<file path="src/rtl/quad_encoder_counter.sv">
// rtl/quad_encoder_counter.sv - quadrature encoder synchroniser, debouncer, x4 decoder and up/down counter
module quad_encoder_counter #(
    parameter int WIDTH      = 8,
    parameter int FILTER_LEN = 4,
    parameter int SATURATE   = 1
) (
    input  logic             clk,
    input  logic             reset,
    input  logic             enc_a,
    input  logic             enc_b,
    input  logic             clear,
    output logic [WIDTH-1:0] value,
    output logic             step_up,
    output logic             step_dn,
    output logic             err
);
    localparam int               CW     = $clog2(FILTER_LEN) + 1;
    localparam logic [CW-1:0]    C_LAST = CW'(FILTER_LEN - 1);
    localparam logic [WIDTH-1:0] V_MAX  = '1;

    // Bit 1 carries phase A and bit 0 phase B, so each vector reads as the {a,b} state.
    logic [1:0]    sync1;
    logic [1:0]    sync2;
    logic [1:0]    filt;
    logic [1:0]    prev;
    logic [CW-1:0] dcnt [2];

    logic is_up;
    logic is_dn;
    logic is_err;

    function automatic logic [1:0] up_next(input logic [1:0] s);
        case (s)
            2'b00:   up_next = 2'b01;
            2'b01:   up_next = 2'b11;
            2'b11:   up_next = 2'b10;
            default: up_next = 2'b00;
        endcase
    endfunction

    always_ff @(posedge clk or posedge reset) begin
        if (reset) begin
            sync1 <= '0;
            sync2 <= '0;
        end else begin
            sync1 <= {enc_a, enc_b};
            sync2 <= sync1;
        end
    end

    // A pin only flips after FILTER_LEN consecutive samples disagree with it.
    always_ff @(posedge clk or posedge reset) begin
        if (reset) begin
            filt <= '0;
            for (int i = 0; i < 2; i++) dcnt[i] <= '0;
        end else begin
            for (int i = 0; i < 2; i++) begin
                if (sync2[i] == filt[i]) begin
                    dcnt[i] <= '0;
                end else if (dcnt[i] == C_LAST) begin
                    filt[i] <= sync2[i];
                    dcnt[i] <= '0;
                end else begin
                    dcnt[i] <= dcnt[i] + CW'(1);
                end
            end
        end
    end

    // up_next never maps a state to itself, so an unchanged state decodes as neither direction.
    always_comb begin
        is_up  = (filt == up_next(prev));
        is_dn  = (prev == up_next(filt));
        is_err = ((filt ^ prev) == 2'b11);
    end

    always_ff @(posedge clk or posedge reset) begin
        if (reset) begin
            prev    <= '0;
            value   <= '0;
            step_up <= 1'b0;
            step_dn <= 1'b0;
            err     <= 1'b0;
        end else begin
            prev    <= filt;
            step_up <= 1'b0;
            step_dn <= 1'b0;
            err     <= is_err;
            if (clear) begin
                value <= '0;
            end else if (is_up) begin
                step_up <= 1'b1;
                if (!((SATURATE != 0) && (value == V_MAX))) value <= value + WIDTH'(1);
            end else if (is_dn) begin
                step_dn <= 1'b1;
                if (!((SATURATE != 0) && (value == '0))) value <= value - WIDTH'(1);
            end
        end
    end
endmodule

</file>
<file path="config.mk">
export PLATFORM = sky130hd
export DESIGN_NAME = quad_encoder_counter
export DESIGN_NICKNAME = d
export VERILOG_FILES = /design/src/rtl/quad_encoder_counter.sv
export SDC_FILE = /design/constraint.sdc
export NUM_CORES = 1
export LEC_CHECK = 0
export CELL_PAD_IN_SITES_DETAIL_PLACEMENT = 1
export CELL_PAD_IN_SITES_GLOBAL_PLACEMENT = 1
export CORE_MARGIN = 1
export CORE_UTILIZATION = 46
export DETAILED_ROUTE_END_ITERATION = 7
export GPL_ROUTABILITY_DRIVEN = 1
export HOLD_SLACK_MARGIN = 0.15
export PLACE_DENSITY = 0.91
export SYNTH_ARGS = -nofsm -noshare
export SYNTH_HDL_FRONTEND = slang
export SYNTH_SLANG_ARGS = --single-unit
</file>
<file path="constraint.sdc">
create_clock -name clk -period 6.2 [get_ports clk]
set_input_delay 0.62 -clock clk [delete_from_list [all_inputs] [get_ports clk]]
set_output_delay 0.62 -clock clk [all_outputs]
set_load 0.005 [all_outputs]
</file>
* Word-level counts from Yosys, hierarchy flattened
Cells that the tools add are included.
** Operators by class
- Bitwise operators :: 3
- Mux-type cells :: 16
- Equality and inequality tests :: 14
- Add/subtract/negate cells :: 4
- Reductions and logical operators :: 7
** Operator list (number)
- 8-bit two-way mux :: 5
- 3-bit two-way mux :: 4
- 2-bit one-hot mux with 3 select lines :: 2
- 8-bit by 1-bit adder with 8-bit output, second input constant :: 1
- 8-bit == test, second input constant :: 1
- 8-bit zero test :: 1
- 8-bit by 1-bit subtractor with 8-bit output, second input constant :: 1
- 3-bit by 1-bit adder with 3-bit output, second input constant :: 2
- 2-bit == test, second input constant :: 3
- 3-bit by 2-bit == test with 1-bit output, second input constant :: 2
- 3-bit != test, second input constant :: 2
- 1-bit two-way mux :: 5
- 2-bit by 1-bit == test with 1-bit output, second input constant :: 2
- 2-bit == test :: 2
- 2-bit zero test :: 2
- 2-bit AND reduction :: 2
- 3-bit AND reduction :: 1
- 3-bit nonzero test :: 1
- 1-bit == test :: 2
- 1-bit inverter :: 2
- 2-bit bitwise XOR :: 1
** Storage, ports and cells
- Bits in registers :: 25
- Output and inout bits :: 11
- Logic and storage cells :: 55
- Input port bits :: 5

* Longest topological paths before layout
Gate-level depths: netlist (run 1).
- Depth in word-level cells :: 6
- Depth in mapped cells :: 10

* Worst setup path after synthesis (run 1)
OpenSTA, ideal clock, no wires.
- Path type :: register to register
- From :: register filt[1]
- To :: register value[6]
- Setup time :: 126 ps
- Arrival time :: 2313 ps
- Data required time :: 6074 ps
- Setup slack :: 3761 ps
- Path buffers :: 1
- Cell stages (with the launch flop) :: 10
- Path through :: dfrtp_1 > xor2_1 > or2_0 > buf_2 > ha_1 > nor2b_1 > o31a_1 > o21a_1 > o211a_1 > a311o_1
** On the way
- Word-level cells in the longest chain between the ends :: 5
- Elaborated cells between the ends (all ways) :: 12
- Those cells by class :: eq/ne (6); mux (3); reduce/logical (3)
** Ends and longest elaborated chain
- start, declared :: RTL line 24 : logic [1:0] filt;
- start signal, assigned by index :: RTL line 61 : filt[i] <= sync2[i];
- 2-bit == test (tied with other cells) :: RTL line 33 : case (s)
- 2-bit one-hot mux with 3 select lines :: RTL line 33
- 2-bit == test :: RTL line 73 : is_dn = (prev == up_next(filt));
- 3-bit nonzero test (no source line)
- 3-bit AND reduction (no source line)
- end signal, assigned :: RTL line 93 : if (!((SATURATE != 0) && (value == V_MAX))) value <= value + WIDTH'(1);
- end signal, assigned :: RTL line 96 : if (!((SATURATE != 0) && (value == '0))) value <= value - WIDTH'(1);
- end, declared :: RTL line 12 : output logic [WIDTH-1:0] value,
Several ways; a longest one is shown, not always the timed one.
A chain may end at the register's enable or synchronous reset.

* Worst setup path after layout (run 1)
Ends and elaborated chain as after synthesis.

==> results of run 1 <==
layer usage:
layer | wire (µm) | up-vias | part of all wire [%] | global-route usage (%)
li1 | - | 433 | - | -
met3 | 72 | 0 | 2.8 | 5.00
met5 | 0 | - | 0 | 0
met2 | 1230 | 13 | 48 | 33.9
met4 | 0 | 0 | 0 | 1.28
met1 | 1260 | 464 | 49 | 27.5
sequential cells by signal, summed over array words and instances, names as in the netlist:
name     cells
step_dn      1
err          1
filt         2
prev         2
step_up      1
value        8
sync2        2
sync1        2
dcnt         6
report_power, final:
group / total, mW / switching, mW / internal [mW]
Sequential: 0.267 / 0.0516 / 0.215
Clock: 0.0704 / 0.0462 / 0.0241
Combinational: 0.596 / 0.304 / 0.293
cells by family after synthesis:
family | count (synthesis)
muxes | 7
DFF | 25
adders and majority gates | 9
and+or+nand+nor | 34
buffers and inverters | 8
xor gates and xnor gates | 11
AOI/OAI and AO/OA | 18
cell usage in the layout, fill, tap and decap left out, types with 2 or more instances in the layout:
cell type	n
and3b_1	2
mux2i_1	5
xor2_1	2
dfrtp_1	25
nor2b_1	4
clkdlybuf4s50_1	15
inv_1	5
nor2_1	11
nor3b_1	5
nand3_1	2
or4_4	2
clkbuf_4	3
xnor2_1	9
ha_1	8
mux2_2	2
nand4_1	3
o21a_1	2
a21oi_1	5
area by class of cell:
type | instances | area share [%]
flip-flops and latches | 25 | 42.2
multi-input cells | 79 | 42.0
inverters | 5 | 1.27
well taps | 30 | 2.53
clock buffers | 3 | 1.52
clock inverters | 1 | 0.338
repair buffers | 15 | 10.1
critical path: stages, from the launching register on:
cell and delay [ns]:
dfrtp_1 0.47, xor2_1 0.30, or2_0 0.63, ha_1 0.40
nor2b_1 0.16, o31a_1 0.26, o21a_1 0.19, o211a_1 0.20
a311o_1 0.26
final timing paths:
kind                          start        to  slack (ns)  cells after the start
setup / recovery            filt[1]  value[6]        3.24                      8
hold / removal             sync1[1]  sync2[1]        0.36                      0
setup reg to reg            filt[1]  value[6]        3.24                      8
hold reg to reg            sync1[1]  sync2[1]        0.36                      0
max in group asynchronous     reset  sync1[1]        4.87                      2
min in group asynchronous     reset   prev[0]        0.78                      2
==> metrics.md, run 1 <==
| Metric | Value |
|---|---|
| Status | finished, final reports clean |
| RSZ-0062 raised after global routing | no |
| Fin Hold WS | 0.361 ns |
| PortBufs | 15 |
| Crit path time final | 2.96 ns |
| Syn. warnings | 0 |
| Clock skew | 0.00437 ns |
| Synthesized cell area | 0.00129 mm² |
| Final core occ | 57.7% |
| Setup ws final | 3.24 ns |
| Fin nets | 143 |
| Post-CTS Setup Bufs | 0 |
| Dpl ws | 3.27 ns |
| Commonest cells in the netlist | 25 x dfrtp_1, 11 x nor2_1, 9 x xnor2_1 |
| Least-Margin Pin Slew | 0.901 ns |
| Syn Area/Cell | 11.5 µm² |
| Largest net degree at the start of global routing | 26 |
| Area contributors post-synth | dfrtp_1 49%, ha_1 7.8%, xnor2_1 6.1% |
| Sequential cell area fraction in the yosys report | 48.6% |
| Post-synth EDFFs | 0 |
| Gr ovfl total | 0 |
| Worst Path Arrival | 3.17 ns |
| Die H | 54.9 µm |
| CP Capture Type | flip-flop |
| Multi-input gate area | 622 µm² |
| Non-filler instance count after layout | 158 |
| Crit start category | flip-flop |
| Worst EP required | 6.41 ns |
| FF/Latch Area | 626 µm² |
| Fmax | 0.338 GHz |
| Pwr per Cell Area | 630 mW/mm² |
| Num CTS Buffers | 3 |
| Via count | 910 |
| Worst vdd ir | 0.350 mV |
| First drt pass iteration count | 4 |
| Core area | 0.00257 mm² |
| Area delta synth->final | 15.2% |
| Filler cell count in the final layout | 286 |
| Initial antenna violation count | 0 |
| Starting DRT DRC Count | 6 |
| CP Max Fanout | 12 |
| Yosys top cell by area | dfrtp_1 |
| Slew margin rel. | 39.9% |
| CTS tree | built |
| Routed WL | 2560 µm |
| Final Hold Vio Count | 0 |
| Largest family of logic cells by synthesized area | simple AND/OR/NAND/NOR gates |
| Skew-Pair Late Insertion Delay | 0.31 ns |
| Die Area | 0.00301 mm² |
| Xor/xnor cell area share of the yosys netlist | 7.49% |
| Final slew viol count | 0 |
| # hold bufs at CTS | 0 |
| Antenna cells | 0 |
| Mux share of post-synthesis cell area | 5.64% |
| Aggregate negative setup slack | 0 ns |
| Reg clk slew, reported paths | 0.13 ns |
| Number of global-route vias before repair | 897 |
| Num rows | 18 |
| Synth unique cells | 36 |
| Layout cells sized above 1 | 8.59% |
| Synth top area share | 48.6% |
| Leakage power total | 0.676 nW |
| Htree depth | 1 |
| Synth Flop Type | dfrtp_1 |
| Post-route cell area | 0.00148 mm² |
| Max capacitance violation total | 0 |
| GRT Total Usage | 20.3% |
| Placed insts | 154 |
| Avg WL per Cell | 16.2 µm |
| Global-route wire length before repair | 4240 µm |
| Post-route ant nets | 0 |
| Clk root buf | clkbuf_4 |
| Die width | 54.9 µm |
| Final period utilization | 47.7% |
| Adder-cell share of the synthesized area | 9.34% |
| Synth Instances | 112 |
| Residual DRC count | 0 |
| Ports | 16 |
| Via/cell ratio | 5.76 |
| Setup Viol. Count Final | 0 |
| GPL Wtd Cong | 0.768 |
| Hold Crit Class | reg2reg |
| #FFs+latches synth | 25 |
| Sink Count | 25 |
| Critical path type | reg2reg |
| Placed cell area | 0.00145 mm² |
| FFs w/ async S/R, synth | 100% |
| Post-CTS Resized | 0 |
| Synth Net Count | 126 |
| Simple-gate area share of the yosys netlist | 15.6% |
| Compound-gate portion of the synthesized area | 10.3% |
| Top-count cell post-synth | dfrtp_1 |
| Initial Utilization | 50.1% |
| Max clock buf depth | 2 |
| Total power | 0.933 mW |
Note: power is estimated with default switching activity, not from simulation.
==> run 2, diff against run 1 <==
--- a/config.mk
+++ b/config.mk
@@ -8,11 +8,11 @@
 export CELL_PAD_IN_SITES_DETAIL_PLACEMENT = 1
 export CELL_PAD_IN_SITES_GLOBAL_PLACEMENT = 1
 export CORE_MARGIN = 1
-export CORE_UTILIZATION = 46
+export CORE_UTILIZATION = 43
 export DETAILED_ROUTE_END_ITERATION = 7
 export GPL_ROUTABILITY_DRIVEN = 1
 export HOLD_SLACK_MARGIN = 0.15
-export PLACE_DENSITY = 0.91
+export PLACE_DENSITY = 0.87
 export SYNTH_ARGS = -nofsm -noshare
 export SYNTH_HDL_FRONTEND = slang
 export SYNTH_SLANG_ARGS = --single-unit
==> constraint.sdc (replaced) <==
create_clock -name clk -period 2.9 [get_ports clk]
set_input_delay 0.29 -clock clk [delete_from_list [all_inputs] [get_ports clk]]
set_output_delay 0.29 -clock clk [all_outputs]
set_load 0.005 [all_outputs]
==> run 2 against run 1 <==
  * Sequential cell count stayed put
  * Largest power group unchanged
  * Global-route usage shrank 2.4 points
  * Critical path depth is the same
  * Combinational power increased by 120%
  * Non-clock buffer count rose by 1
  * Highest routed layer is now met4
  * Cell count up 1.3%
  * Worst hold slack better by 0.015 ns
  * Total power increased by 120%
  * Critical path type unchanged
  * Sequential power rose by 110%
  * Via count up 0.66%
  * Sequential share of layout area is 0.32 points lower
  * Die area increased by 6.7%
  * The flow now finishes with violations (design-rule violations)
==> metrics.md, run 2 (synthesis gave the netlist of run 1 again) <==
| Metric | Value |
|---|---|
| End of the worst hold path | sync2[0] |
| Largest regs | value x8, dcnt x6 |
| Power share of the clock group | 7.8% |
| Reg clk slew, reported paths | 0.14 ns |
| CTS tree | built |
| RSZ-0062 raised after global routing | no |
| Clock skew | 0.00776 ns |
| Flop pwr share | 28.3% |
| Critical path type | reg2reg |
| Skew-Pair Late Insertion Delay | 0.32 ns |
| Initial antenna violation count | 0 |
| Starting DRT DRC Count | 25 |
| GR Layer Usage met1 | 22.6% |
| Post-CTS Resized | 0 |
| Logic pwr share | 63.9% |
| Sink Count | 25 |
| GPL Wtd Cong | 0.804 |
| GRT Total Usage | 17.9% |
| Htree depth | 1 |
| Number of global-route vias before repair | 974 |
| CP Max Fanout | 6 |
| Initial Utilization | 45.9% |
| Least-Margin Pin Slew | 0.904 ns |
| Min-delay src | sync1[0] |
| Ports | 16 |
| Via/cell ratio | 5.73 |
| Avg WL per Cell | 15.9 µm |
| Die Area | 0.00321 mm² |
| First drt pass iteration count | 6 |
| Final Hold Vio Count | 0 |
| Crit path time final | 2.65 ns |
| Num rows | 19 |
| Clk root buf | clkbuf_4 |
| Post-CTS Setup Bufs | 0 |
| R2R cell count | 8 |
| Layer with the highest usage | met2 |
| Routed WL | 2550 µm |
| Final slew viol count | 0 |
| Fmax | 0.377 GHz |
| Dpl ws | 0.263 ns |
| HPWL Detailed | 1970 µm |
| Fin nets | 144 |
| Slew margin rel. | 39.7% |
| Gr ovfl total | 0 |
| Hold path depth | 0 |
| Commonest non-fill, non-tap cells in the layout | 25 x dfrtp_1, 15 x clkdlybuf4s50_1, 11 x nor2_1 |
| Final period utilization | 91.5% |
| Pwr per Cell Area | 1360 mW/mm² |
| # hold bufs at CTS | 0 |
| Setup ws final | 0.245 ns |
| Global-route wire length before repair | 4400 µm |
| Status | finished with violations |
| Largest register FFs | 8 |
| Area delta synth->final | 16.1% |
| Global Route met3 Usage | 5.30% |
| Residual DRC count | 6 |
| Core area | 0.00281 mm² |
| Hold Crit Class | reg2reg |
| Layout cells sized above 1 | 9.30% |
| Sw frac | 43.1% |
| Reg2reg setup slack | 0.25 ns |
| Worst Path Arrival | 2.88 ns |
| Leakage power total | 0.676 nW |
| Max clock buf depth | 2 |
| Int Pwr | 1.15 mW |
| Net Switching | 0.875 mW |
| R2r endpoint | value[6] |
| Die width | 56.7 µm |
| Max capacitance violation total | 0 |
| Aggregate negative setup slack | 0 ns |
| Worst EP required | 3.13 ns |
| Register bank with the most flops | value |
| Antenna cells | 0 |
| Via count | 916 |
| Setup Viol. Count Final | 0 |
| Largest net degree at the start of global routing | 26 |
| Post-route ant nets | 0 |
| Failing checks | design-rule violations |
| Total power | 2.03 mW |
| CP Capture Type | flip-flop |
| Num CTS Buffers | 3 |
| Crit Reg-Reg Startpoint | filt[0] |
| M2 GR Usage | 29.8% |
| PortBufs | 15 |
| Die H | 56.7 µm |
| Crit start category | flip-flop |
| Commonest non-fill, non-tap cell in the layout | dfrtp_1 |
| Worst vdd ir | 0.629 mV |
run 2: cell types whose count changed in the layout (fill, tap and decap cells not counted), sizes merged:
cell and change:
buf +1, clkinv -1, clkinvlp +1
run 2: power by group through the flow:
stage | Combinational, mW | Sequential [mW] | Clock [mW]
3_5_place_dp | 1.28 | 0.581 | 0
3_3_place_gp | 1.23 | 0.569 | 0
4_1_cts | 1.30 | 0.574 | 0.162
6_report | 1.30 | 0.573 | 0.158
2_1_floorplan | 1.01 | 0.557 | 0
5_1_grt | 1.45 | 0.585 | 0.180
run 2: per-stage QoR:
step	area [µm²]	instances	hold slack, ns	utilization (%)
2_1_floorplan	1290	112	0.317	-
3_3_place_gp	1460	156	0.333	52.1
3_5_place_dp	1460	156	0.348	52.1
4_1_cts	1490	160	0.378	53.2
5_1_grt	1490	160	0.356	53.2
6_report	1490	160	0.377	53.2
run 2: how the worst max path moves through the flow:
| stage | slack [ns] | from | cells past startpoint | endpoint |
|---|---|---|---|---|
| floorplan | 0.46 | filt[1] | 9 | value[6] |
| global placement | 0.40 | filt[0] | 8 | value[6] |
| detailed placement | 0.26 | filt[0] | 8 | value[6] |
| CTS | 0.23 | filt[0] | 8 | value[6] |
| global route | 0.1 | filt[0] | 8 | value[6] |
| finish | 0.25 | filt[0] | 8 | value[6] |
run 2: area by class of cell:
class                   count  area [µm²]
fillers                   306        1310
flip-flops and latches     25         626
multi-input cells          79         622
repair buffers             16         158
well taps                  31        38.8
clock buffers               3        22.5
inverters                   5        18.8
clock inverters             1        7.51
run 2: critical path, stage by stage, from the launching register on:
cell and delay (ns):
dfrtp_1 0.47, xnor2_1 0.31, or2_0 0.36, ha_1 0.35
nor2b_1 0.17, o31a_1 0.26, o21a_1 0.19, o211a_1 0.21
a311o_1 0.26
run 2: metal layers:
layer | wire [µm] | up-vias
met4 | 13 | 0
li1 | - | 430
met1 | 1120 | 471
met2 | 1340 | 13
met3 | 73 | 2
met5 | 0 | -
